### config.mk
export PLATFORM = sky130hd
export DESIGN_NAME = cbrt_param_flat
export DESIGN_NICKNAME = d
export VERILOG_FILES = /design/src/rtl/cbrt_pkg.sv /design/src/rtl/cbrt_param_if.sv /design/src/rtl/cbrt_step.sv /design/src/rtl/cbrt_param.sv /design/src/flat_wrapper.sv
export SDC_FILE = /design/constraint.sdc
export NUM_CORES = 1
export LEC_CHECK = 0
export BUFFER_PORTS_ARGS = -buffer_cell sky130_fd_sc_hd__buf_2
export CAP_MARGIN = 20
export CORE_MARGIN = 5
export CORE_UTILIZATION = 28
export CTS_CLUSTER_SIZE = 16
export DETAILED_ROUTE_END_ITERATION = 8
export HOLD_SLACK_MARGIN = 0.15
export SLEW_MARGIN = 20
export SYNTH_ARGS = -nofsm -noshare
export SYNTH_HDL_FRONTEND = slang
export SYNTH_SLANG_ARGS = --single-unit
### constraint.sdc
create_clock -name clk -period 8.7 [get_ports clk]
set_clock_uncertainty 0.05 [all_clocks]
set_input_delay 0 -clock clk [delete_from_list [all_inputs] [get_ports clk]]
set_output_delay 0 -clock clk [all_outputs]
set_load 0.05 [all_outputs]
### src/rtl/cbrt_pkg.sv
// Shared types and width helpers for the iterative cube-root unit.
package cbrt_pkg;

  typedef logic [1:0] state_t;

  localparam state_t StIdle   = 2'd0;
  localparam state_t StCalc   = 2'd1;
  localparam state_t StUpdate = 2'd2;

  function automatic int unsigned res_width(input int unsigned width);
    return (width + 2) / 3;
  endfunction

  // b is formed at full precision so the compare never truncates
  function automatic int unsigned b_width(input int unsigned width);
    return 2 * width + 2;
  endfunction

endpackage

### src/rtl/cbrt_param_if.sv
// Start/busy handshake and result bus of the cube-root unit.
interface cbrt_param_if
  import cbrt_pkg::*;
#(
  parameter int unsigned WIDTH = 8
);
  localparam int unsigned RES_W = res_width(WIDTH);

  logic             start;
  logic [WIDTH-1:0] x_i;
  logic             busy;
  logic             done;
  logic [RES_W-1:0] result;
  logic [WIDTH-1:0] remainder;

  modport master (output start, x_i, input busy, done, result, remainder);
  modport slave  (input start, x_i, output busy, done, result, remainder);
endinterface

### src/rtl/cbrt_step.sv
// One digit of the cube-root recurrence: trial subtrahend b and the x >= b decision.
module cbrt_step
  import cbrt_pkg::*;
#(
  parameter int unsigned WIDTH = 8,
  parameter int unsigned RES_W = res_width(WIDTH),
  parameter int unsigned IW    = 1,
  parameter int unsigned BW    = b_width(WIDTH)
) (
  input  logic [RES_W-1:0] y2_i,
  input  logic [WIDTH-1:0] xr_i,
  input  logic [IW-1:0]    i_i,
  output logic [BW-1:0]    b_o,
  output logic             ge_o
);

  logic [BW-1:0] y_ext;
  logic [BW-1:0] core;

  always_comb begin
    y_ext = BW'(y2_i);
    core  = (y_ext * (y_ext + BW'(1))) * BW'(3) + BW'(1);
    b_o   = core << (3 * i_i);
    ge_o  = BW'(xr_i) >= b_o;
  end

endmodule

### src/rtl/cbrt_param.sv
// Iterative floor cube root with remainder, one result bit per CALC/UPDATE pair.
module cbrt_param
  import cbrt_pkg::*;
#(
  parameter int unsigned WIDTH = 8
) (
  input  logic         clk,
  input  logic         rst,
  cbrt_param_if.slave  bus
);

  localparam int unsigned RES_W = res_width(WIDTH);
  localparam int unsigned BW    = b_width(WIDTH);
  localparam int unsigned IW    = (RES_W > 1) ? $clog2(RES_W) : 1;

  state_t           state_q, state_d;
  logic [WIDTH-1:0] xr_q, xr_d;
  logic [RES_W-1:0] y_q, y_d;
  logic [IW-1:0]    i_q, i_d;
  logic [BW-1:0]    b_q, b_d;
  logic             busy_q, busy_d;
  logic             done_q, done_d;
  logic [RES_W-1:0] result_q, result_d;
  logic [WIDTH-1:0] rem_q, rem_d;

  logic [RES_W-1:0] y2;
  logic [BW-1:0]    step_b;
  logic             step_ge;
  logic [WIDTH-1:0] xr_new;
  logic [RES_W-1:0] y_new;
  logic             unused_b_hi;

  // y is already doubled by the time UPDATE needs the compare
  assign y2 = (state_q == StCalc) ? (y_q << 1) : y_q;

  cbrt_step #(
    .WIDTH (WIDTH),
    .RES_W (RES_W),
    .IW    (IW),
    .BW    (BW)
  ) u_step (
    .y2_i (y2),
    .xr_i (xr_q),
    .i_i  (i_q),
    .b_o  (step_b),
    .ge_o (step_ge)
  );

  // When ge holds, b <= xr so its upper bits are zero
  assign unused_b_hi = ^b_q[BW-1:WIDTH];

  always_comb begin
    state_d  = state_q;
    xr_d     = xr_q;
    y_d      = y_q;
    i_d      = i_q;
    b_d      = b_q;
    busy_d   = busy_q;
    done_d   = 1'b0;
    result_d = result_q;
    rem_d    = rem_q;
    xr_new   = step_ge ? (xr_q - b_q[WIDTH-1:0]) : xr_q;
    y_new    = step_ge ? (y_q + RES_W'(1)) : y_q;

    unique case (state_q)
      StIdle: begin
        if (bus.start) begin
          state_d = StCalc;
          xr_d    = bus.x_i;
          y_d     = '0;
          i_d     = IW'(RES_W - 1);
          busy_d  = 1'b1;
        end
      end
      StCalc: begin
        y_d     = y_q << 1;
        b_d     = step_b;
        state_d = StUpdate;
      end
      StUpdate: begin
        xr_d = xr_new;
        y_d  = y_new;
        if (i_q == '0) begin
          result_d = y_new;
          rem_d    = xr_new;
          done_d   = 1'b1;
          busy_d   = 1'b0;
          state_d  = StIdle;
          // Held start is accepted on the completion edge for back-to-back operation
          if (bus.start) begin
            state_d = StCalc;
            xr_d    = bus.x_i;
            y_d     = '0;
            i_d     = IW'(RES_W - 1);
            busy_d  = 1'b1;
          end
        end else begin
          i_d     = i_q - IW'(1);
          state_d = StCalc;
        end
      end
      default: state_d = StIdle;
    endcase
  end

  always_ff @(posedge clk or negedge rst) begin
    if (!rst) begin
      state_q  <= StIdle;
      xr_q     <= '0;
      y_q      <= '0;
      i_q      <= '0;
      b_q      <= '0;
      busy_q   <= 1'b0;
      done_q   <= 1'b0;
      result_q <= '0;
      rem_q    <= '0;
    end else begin
      state_q  <= state_d;
      xr_q     <= xr_d;
      y_q      <= y_d;
      i_q      <= i_d;
      b_q      <= b_d;
      busy_q   <= busy_d;
      done_q   <= done_d;
      result_q <= result_d;
      rem_q    <= rem_d;
    end
  end

  assign bus.busy      = busy_q;
  assign bus.done      = done_q;
  assign bus.result    = result_q;
  assign bus.remainder = rem_q;

endmodule

### src/flat_wrapper.sv
// flat-port wrapper written by rule: the top's interface ports become plain ports
module cbrt_param_flat import cbrt_pkg::*;
#(
  parameter int unsigned WIDTH = 8
)
  (clk, rst, bus_start, bus_x_i, bus_busy, bus_done, bus_result, bus_remainder);
  cbrt_param_if #(.WIDTH(WIDTH)) bus_i ();
  input  logic clk;
  input  logic rst;
  input wire logic [$bits(bus_i.start)-1:0] bus_start;
  input wire logic [$bits(bus_i.x_i)-1:0] bus_x_i;
  output wire logic [$bits(bus_i.busy)-1:0] bus_busy;
  output wire logic [$bits(bus_i.done)-1:0] bus_done;
  output wire logic [$bits(bus_i.result)-1:0] bus_result;
  output wire logic [$bits(bus_i.remainder)-1:0] bus_remainder;
  assign bus_i.start = bus_start;
  assign bus_i.x_i = bus_x_i;
  assign bus_busy = bus_i.busy;
  assign bus_done = bus_i.done;
  assign bus_result = bus_i.result;
  assign bus_remainder = bus_i.remainder;
  cbrt_param #(.WIDTH(WIDTH)) u_core (.clk(clk), .rst(rst), .bus(bus_i));
endmodule
==> results of run 1 <==
worst max-delay path: cells and delay by family, from the launching register on:
family | cells | cell delay, ps
AOI/OAI and AO/OA | 13 | 3130
buffers and inverters | 3 | 220
and+or+nand+nor | 3 | 280
adders and majority gates | 7 | 3290
DFF | 1 | 420
layout by cell type, fill, tap and decap left out, types with 2 or more instances in the layout:
cell and n:
sky130_fd_sc_hd__ha_1 38, sky130_fd_sc_hd__dfrtp_1 36, sky130_fd_sc_hd__inv_1 35, sky130_fd_sc_hd__nand2_1 26
sky130_fd_sc_hd__nor2_1 25, sky130_fd_sc_hd__buf_2 23, sky130_fd_sc_hd__a21oi_1 20, sky130_fd_sc_hd__mux2i_1 18
sky130_fd_sc_hd__o21ai_0 11, sky130_fd_sc_hd__nand2b_1 10, sky130_fd_sc_hd__and3_1 10, sky130_fd_sc_hd__o21ai_1 10
sky130_fd_sc_hd__dlygate4sd3_1 10, sky130_fd_sc_hd__a221o_1 8, sky130_fd_sc_hd__xnor2_1 8, sky130_fd_sc_hd__or2_2 5
sky130_fd_sc_hd__nor2b_1 5, sky130_fd_sc_hd__o21a_1 5, sky130_fd_sc_hd__clkbuf_8 5, sky130_fd_sc_hd__nand3_1 4
sky130_fd_sc_hd__o22ai_1 4, sky130_fd_sc_hd__or3_1 4, sky130_fd_sc_hd__a31oi_1 3, sky130_fd_sc_hd__mux2_2 3
sky130_fd_sc_hd__a211o_1 3, sky130_fd_sc_hd__o31ai_1 3, sky130_fd_sc_hd__a211oi_1 3, sky130_fd_sc_hd__nand4_1 3
sky130_fd_sc_hd__fa_1 3, sky130_fd_sc_hd__and2_1 2, sky130_fd_sc_hd__nor3_1 2, sky130_fd_sc_hd__o211ai_1 2
sky130_fd_sc_hd__xor2_1 2, sky130_fd_sc_hd__clkinvlp_4 2
power by group through the flow:
stage,clock (uW),combinational (uW),sequential [uW]
after floorplan,0,741,345
after global placement,0,965,293
after detailed placement,0,976,294
after CTS,131,985,291
after global routing,137,1090,303
final,125,982,291
registers in the layout, summed over array words and instances (netlist names):
name / count
u_core.state_q: 2
u_core.bus.result: 3
u_core.bus.busy: 1
u_core.b_q: 8
u_core.xr_q: 8
u_core.y_q: 3
u_core.bus.done: 1
u_core.bus.remainder: 8
u_core.i_q: 2
area by class of cell:
type	count	area, sq um	share of cell area, %
tap	140	175.2	4.982
clock inverter	3	23.77	0.6762
sequential	36	900.9	25.62
inverter	35	131.4	3.737
timing repair buffer	33	215.2	6.121
multi-input combinational	261	2001	56.90
clock buffer	5	68.82	1.957
cell usage after synthesis (all sizes together) (2+ instances only):
library cell / number
a31oi: 3
nand2b: 10
o21a: 5
nor3: 2
nand2: 26
a221o: 8
nor2b: 5
xnor2: 8
o311ai: 2
mux2: 3
or3: 4
buf: 4
o211ai: 4
xor2: 2
dfrtp: 36
and2: 2
o31ai: 3
a21oi: 21
nand4: 3
nor2: 25
inv: 35
nand3: 4
mux2i: 18
ha: 38
fa: 3
o22ai: 4
a211o: 3
clkbuf: 8
a211oi: 4
or2: 5
o21ai: 22
and3: 10
cell families after synthesis:
family                   after synthesis
AO/OA/AOI/OAI                         90
AND/OR/NAND/NOR                       98
XOR/XNOR                              10
multiplexers                          21
flip-flops                            36
adder cells (fa/ha/maj)               42
buffers and inverters                 47
per-layer routing:
metal	GRT usage [%]	vias up	wire [um]	part of all wire, %
li1	-	1273	-	-
met1	14.03	1168	3249	47
met2	18.09	47	3289	48
met3	2.526	10	263	3.8
met4	2.739	0	108	1.6
met5	0	-	0	0
stage by stage:
stage	std cells	hold slack (ps)	cell area, sq um	total power (uW)	util (%)
2_1_floorplan	344	-345.6	3087	1086	-
3_3_place_gp	495	100.4	3323	1258	30.66
3_5_place_dp	495	123.3	3323	1270	30.66
4_1_cts	513	333.6	3516	1407	32.43
5_1_grt	513	370.1	3516	1527	32.43
6_report	513	302.4	3516	1398	32.43
worst paths after layout:
path                                    startpoint                 endpoint  cells past startpoint
min in group clk           u_core.bus.remainder[1]  u_core.bus.remainder[1]                      2
max in group asynchronous                      rst  u_core.bus.remainder[1]                      2
max reg2reg                      u_core.state_q[1]           u_core.xr_q[6]                     26
min                                            rst     u_core.bus.result[0]                      2
max                              u_core.state_q[1]           u_core.xr_q[6]                     26
min reg2reg                u_core.bus.remainder[1]  u_core.bus.remainder[1]                      2
==> results.tsv, run 1 <==
metric	value	unit
ctsHtreeMaxLevel	2	
power.clock.fraction	9.0	%
synthSimpleGateAreaFrac	15.61	%
postCtsHoldBufs	10	
synth.area.mux_share	6.931	%
result_of_the_run	finished clean	
timing.final.hold_violations	0	
antennaDiodeCount	0	
io_pins	24	
worst_setup_path_start_kind	flip-flop	
chipHeight	115.0	um
postSynthNetCount	396	
critPathMaxStageDelay	770	ps
critical_path.most_common_cell	sky130_fd_sc_hd__ha_1	
final_layout_size_suffix_gt1_share	12.87	%
place_worst_setup_slack	1199	ps
yosys_most_used_dff	sky130_fd_sc_hd__dfrtp_1	
total_leakage_power	0.001592	uW
place.port_buffers	23	
synth_top_cells_by_area	sky130_fd_sc_hd__dfrtp_1, sky130_fd_sc_hd__ha_1, sky130_fd_sc_hd__mux2i_1, sky130_fd_sc_hd__inv_1, sky130_fd_sc_hd__a21oi_1	
worst_slack	1197	ps
worstPathMaxFanout	21	
main_combinational_cell_family_by_area_after_synthesis	compound AO/OA/AOI/OAI gates	
worst_ep_arrival_time	7640	ps
internal_power	680.0	uW
synth_edf_count	0	
unrepaired_setup_endpoints_after_global_routing	false	
wire_length_of_the_first_global_routing_pass	11780	um
slowest_stage	sky130_fd_sc_hd__ha_1	
maxCapViolations	0	
cts_tree	built	
synth.distinct_cells	55	
cp-end-kind	flip-flop	
die_width	115.0	um
power.share.combinational	70.2	%
synth-async-reset-ratio	100.0	%
via_count_of_the_first_global_routing_pass	2439	
switching_share	51.36	%
synth_compound_area_share	21.73	%
grt_antenna_before_repair	0	
worst-endpoint-required	8830	ps
setup.worst_path.class	reg2reg	
place.gp.congestion	0.8908	
ys_seq_area_share	29.19	%
tritoncts_num_sinks	36	
finalCritPeriodShare	86.24	%
final.setup.tns	0	ps
pwr_density_cell	397.6	nW/um^2
relSlewSlack	39.00	%
syn_to_final_growth	13.90	%
grt_max_degree	37	
yosys_warnings	0	
min-delay-path-class	in2async	
cts_max_path_buffers	2	
maximum_achievable_frequency	0.1333	GHz
design.core.area	10840	sq um
routed_via_count	2498	
synth_top_area_cell	sky130_fd_sc_hd__dfrtp_1	
post-route-min-period	7503	ps
initial_utilization	28.47	%
cts-resized-gates	0	
reg2reg_slack	1200	ps
postSynthRegisterBits	36	
detailedRoute.firstPassIterationCount	4	
route.detailed.wl_per_inst	13.47	um
synth_xor_area_share	2.837	%
ant_nets	0	
p_switching	718.0	uW
drtIter0Drc	116	
die_area	13220	sq um
report.final.slew_viol_count	0	
synth.avg_cell_area	8.973	sq um
hpwl_after_detailed_placement	5348	um
clock_tree.root_cell	sky130_fd_sc_hd__clkbuf_8	
netlist_instances	344	
final_number_of_setup_violating_endpoints	0	
share_seq_of_total_power	20.8	%
postCtsSetupBuffers	0	
clock_latency	290	ps
synth.top_cell.area_share	29.19	%
design.final.nets	424	
global_route.usage.total	10.80	%
worst_pin_slew	914.9	ps
syn-cell-area	3087	sq um
synthAdderAreaFrac	17.71	%
clkTransAtPathRegs	90	ps
routed_wirelength	6911	um
total_congestion_overflow_after_global_routing	0	
remaining_design_rule_violation_count	0	
ir_worst_vdd	0.1363	mV
filler_cell_count	1134	
post_drt_via_cell_ratio	4.869	
cts_made_buffers	5	
core.rowCount	38	
Note: power is estimated with default switching activity, not from simulation.
==> inputs of run 2 (changes only) <==
--- a/config.mk
+++ b/config.mk
@@ -5,6 +5,7 @@
 export SDC_FILE = /design/constraint.sdc
 export NUM_CORES = 1
 export LEC_CHECK = 0
+export ABC_AREA = 1
 export BUFFER_PORTS_ARGS = -buffer_cell sky130_fd_sc_hd__buf_2
 export CAP_MARGIN = 20
 export CORE_MARGIN = 5
==> results.tsv, run 2 <==
metric	value	unit
maximum_achievable_frequency	0.1669	GHz
synth.distinct_cells	31	
antennaDiodeCount	0	
design.core.area	10790	sq um
filler_cell_count	1138	
clock_latency	290	ps
postCtsSetupBuffers	0	
core.rowCount	38	
clock_tree.root_cell	sky130_fd_sc_hd__clkbuf_8	
syn-cell-area	3070	sq um
die_area	13160	sq um
cp-end-kind	flip-flop	
report.final.slew_viol_count	0	
post-route-min-period	5991	ps
postSynthNetCount	489	
final.setup.tns	0	ps
clkTransAtPathRegs	80	ps
chipHeight	114.7	um
worst_ep_arrival_time	6120	ps
global_route.usage.total	10.95	%
pwr_density_cell	408.0	nW/um^2
critPathMaxStageDelay	550	ps
detailedRoute.firstPassIterationCount	4	
io_pins	24	
final_number_of_setup_violating_endpoints	0	
maxCapViolations	0	
wire_length_of_the_first_global_routing_pass	12060	um
worst_slack	2709	ps
grt_max_degree	37	
tritoncts_num_sinks	36	
synth.avg_cell_area	7.026	sq um
total_congestion_overflow_after_global_routing	0	
place_worst_setup_slack	2694	ps
synth_top_area_cell	sky130_fd_sc_hd__dfrtp_1	
synth_edf_count	0	
ant_nets	0	
post_drt_via_cell_ratio	4.597	
yosys_warnings	0	
die_width	114.7	um
worst_setup_path_start_kind	flip-flop	
final_cell_mix	sky130_fd_sc_hd__nand2_1, sky130_fd_sc_hd__inv_1, sky130_fd_sc_hd__nand3_1	
ys_seq_area_share	29.34	%
routed_wirelength	6947	um
slowest_stage	sky130_fd_sc_hd__fa_1	
ir_worst_vdd	0.1358	mV
synth.top_cell.area_share	29.34	%
post-synth-top-count-cell	sky130_fd_sc_hd__nand2_1	
initial_utilization	28.45	%
yosys_most_used_dff	sky130_fd_sc_hd__dfrtp_1	
place.port_buffers	23	
drtIter0Drc	139	
design.final.nets	519	
route.detailed.wl_per_inst	11.43	um
ctsHtreeMaxLevel	2	
grt_antenna_before_repair	0	
setup.worst_path.class	reg2reg	
unrepaired_setup_endpoints_after_global_routing	false	
relSlewSlack	42.03	%
worstPathMaxFanout	12	
syn_to_final_growth	14.43	%
hpwl_after_detailed_placement	5433	um
synth-async-reset-ratio	100.0	%
finalCritPeriodShare	68.86	%
netlist_instances	437	
cts_tree	built	
place.gp.congestion	0.8187	
timing.final.hold_violations	0	
remaining_design_rule_violation_count	0	
yosys-top-cells-count	sky130_fd_sc_hd__nand2_1, sky130_fd_sc_hd__inv_1, sky130_fd_sc_hd__nand3_1, sky130_fd_sc_hd__ha_1, sky130_fd_sc_hd__dfrtp_1	
routed_via_count	2795	
synth_top_cells_by_area	sky130_fd_sc_hd__dfrtp_1, sky130_fd_sc_hd__nand2_1, sky130_fd_sc_hd__ha_1, sky130_fd_sc_hd__nand3_1, sky130_fd_sc_hd__inv_1	
via_count_of_the_first_global_routing_pass	2643	
cts_made_buffers	5	
worst_pin_slew	869.6	ps
final_layout_size_suffix_gt1_share	9.829	%
worst-endpoint-required	8830	ps
result_of_the_run	finished clean	
postSynthRegisterBits	36	
cts_max_path_buffers	2	
layout.cells.most_common	sky130_fd_sc_hd__nand2_1	
min-delay-path-class	in2async	
total_leakage_power	0.001919	uW
critical_path.most_common_cell	sky130_fd_sc_hd__nand2_1	
==> run 2: changes by cell type after synthesis, moves of 7 or more <==
cell / before / now
sky130_fd_sc_hd__mux2i_1: 18 / 0
sky130_fd_sc_hd__and3_1: 10 / 0
sky130_fd_sc_hd__inv_1: 35 / 58
sky130_fd_sc_hd__nand3_1: 4 / 45
sky130_fd_sc_hd__nand2b_1: 10 / 0
sky130_fd_sc_hd__nand2_2: 0 / 9
sky130_fd_sc_hd__a221o_1: 8 / 0
sky130_fd_sc_hd__nand2_1: 26 / 142
sky130_fd_sc_hd__o21ai_1: 10 / 3
sky130_fd_sc_hd__o21ai_0: 11 / 27
==> run 2: repair_timing <==
action / 4_1_cts / 5_1_grt
hold buffers: 10 / 0
hold endpoints to repair: 49 / 0
gates resized for setup: 0 / 0
==> run 2: final timing paths <==
check                                             start                 endpoint  slack [ps]  depth (start not counted)
worst max-delay path                  u_core.state_q[1]     u_core.bus.result[0]        2710                         35
max in group asynchronous                           rst        u_core.state_q[1]        7740                          2
worst min-delay path                                rst            u_core.b_q[5]         310                          2
worst max register to register        u_core.state_q[1]     u_core.bus.result[0]        2710                         35
worst min register to register  u_core.bus.remainder[7]  u_core.bus.remainder[7]         430                          2
min in group clk                u_core.bus.remainder[7]  u_core.bus.remainder[7]         430                          2
==> run 2: final cells by class <==
class                   count  area (sq um)  area share, %
well taps                 140         175.2          4.986
repair buffers             34         222.7          6.339
clock buffers               5         68.82          1.959
clock inverters             3         42.54          1.211
multi-input cells         331          1882          53.56
flip-flops and latches     36         900.9          25.64
inverters                  59         221.5          6.303
==> run 2: worst max-delay path, delay by kind of cell (launching register included) <==
| kind | cells | cell delay (ps) |
|---|---|---|
| flip-flops | 1 | 400 |
| adder cells (fa/ha/maj) | 6 | 2330 |
| buffers and inverters | 6 | 490 |
| AND/OR/NAND/NOR | 20 | 2080 |
| AO/OA/AOI/OAI | 3 | 560 |
==> run 2: cell families (layout without fill, tap and decap cells) <==
family / Yosys count / in the layout / synth area share, %
and+or+nand+nor: 225 / 225 / 30.97
xor gates and xnor gates: 8 / 8 / 2.282
buffers and inverters: 70 / 101 / 9.372
adders and majority gates: 41 / 41 / 17.44
DFF: 36 / 36 / 29.34
AOI/OAI and AO/OA: 57 / 57 / 10.60
==> run 2: through the flow <==
stage | power [uW] | util, % | hold slack [ps] | area [sq um] | std cells
CTS | 1446 | 32.55 | 356.8 | 3513 | 608
global route | 1603 | 32.55 | 417.9 | 3513 | 608
detailed placement | 1284 | 30.59 | 130.0 | 3302 | 590
global placement | 1263 | 30.59 | 110.0 | 3302 | 590
finish | 1433 | 32.55 | 307.1 | 3513 | 608
floorplan | 1104 | - | -345.6 | 3070 | 437
==> run 2: power breakdown <==
group / switching, uW / internal (uW)
sequential: 63.0 / 237
clock: 65.9 / 84.9
combinational: 656 / 326
==> run 2: layer usage <==
metal | GRT usage (%) | routed length, um | share of wire, % | vias to the layer above
met1 | 14.38 | 3383 | 49 | 1288
met5 | 0 | 0 | 0 | -
met2 | 18.78 | 3283 | 47 | 35
met4 | 2.426 | 87 | 1.3 | 0
li1 | - | - | - | 1461
met3 | 2.008 | 194 | 2.8 | 11
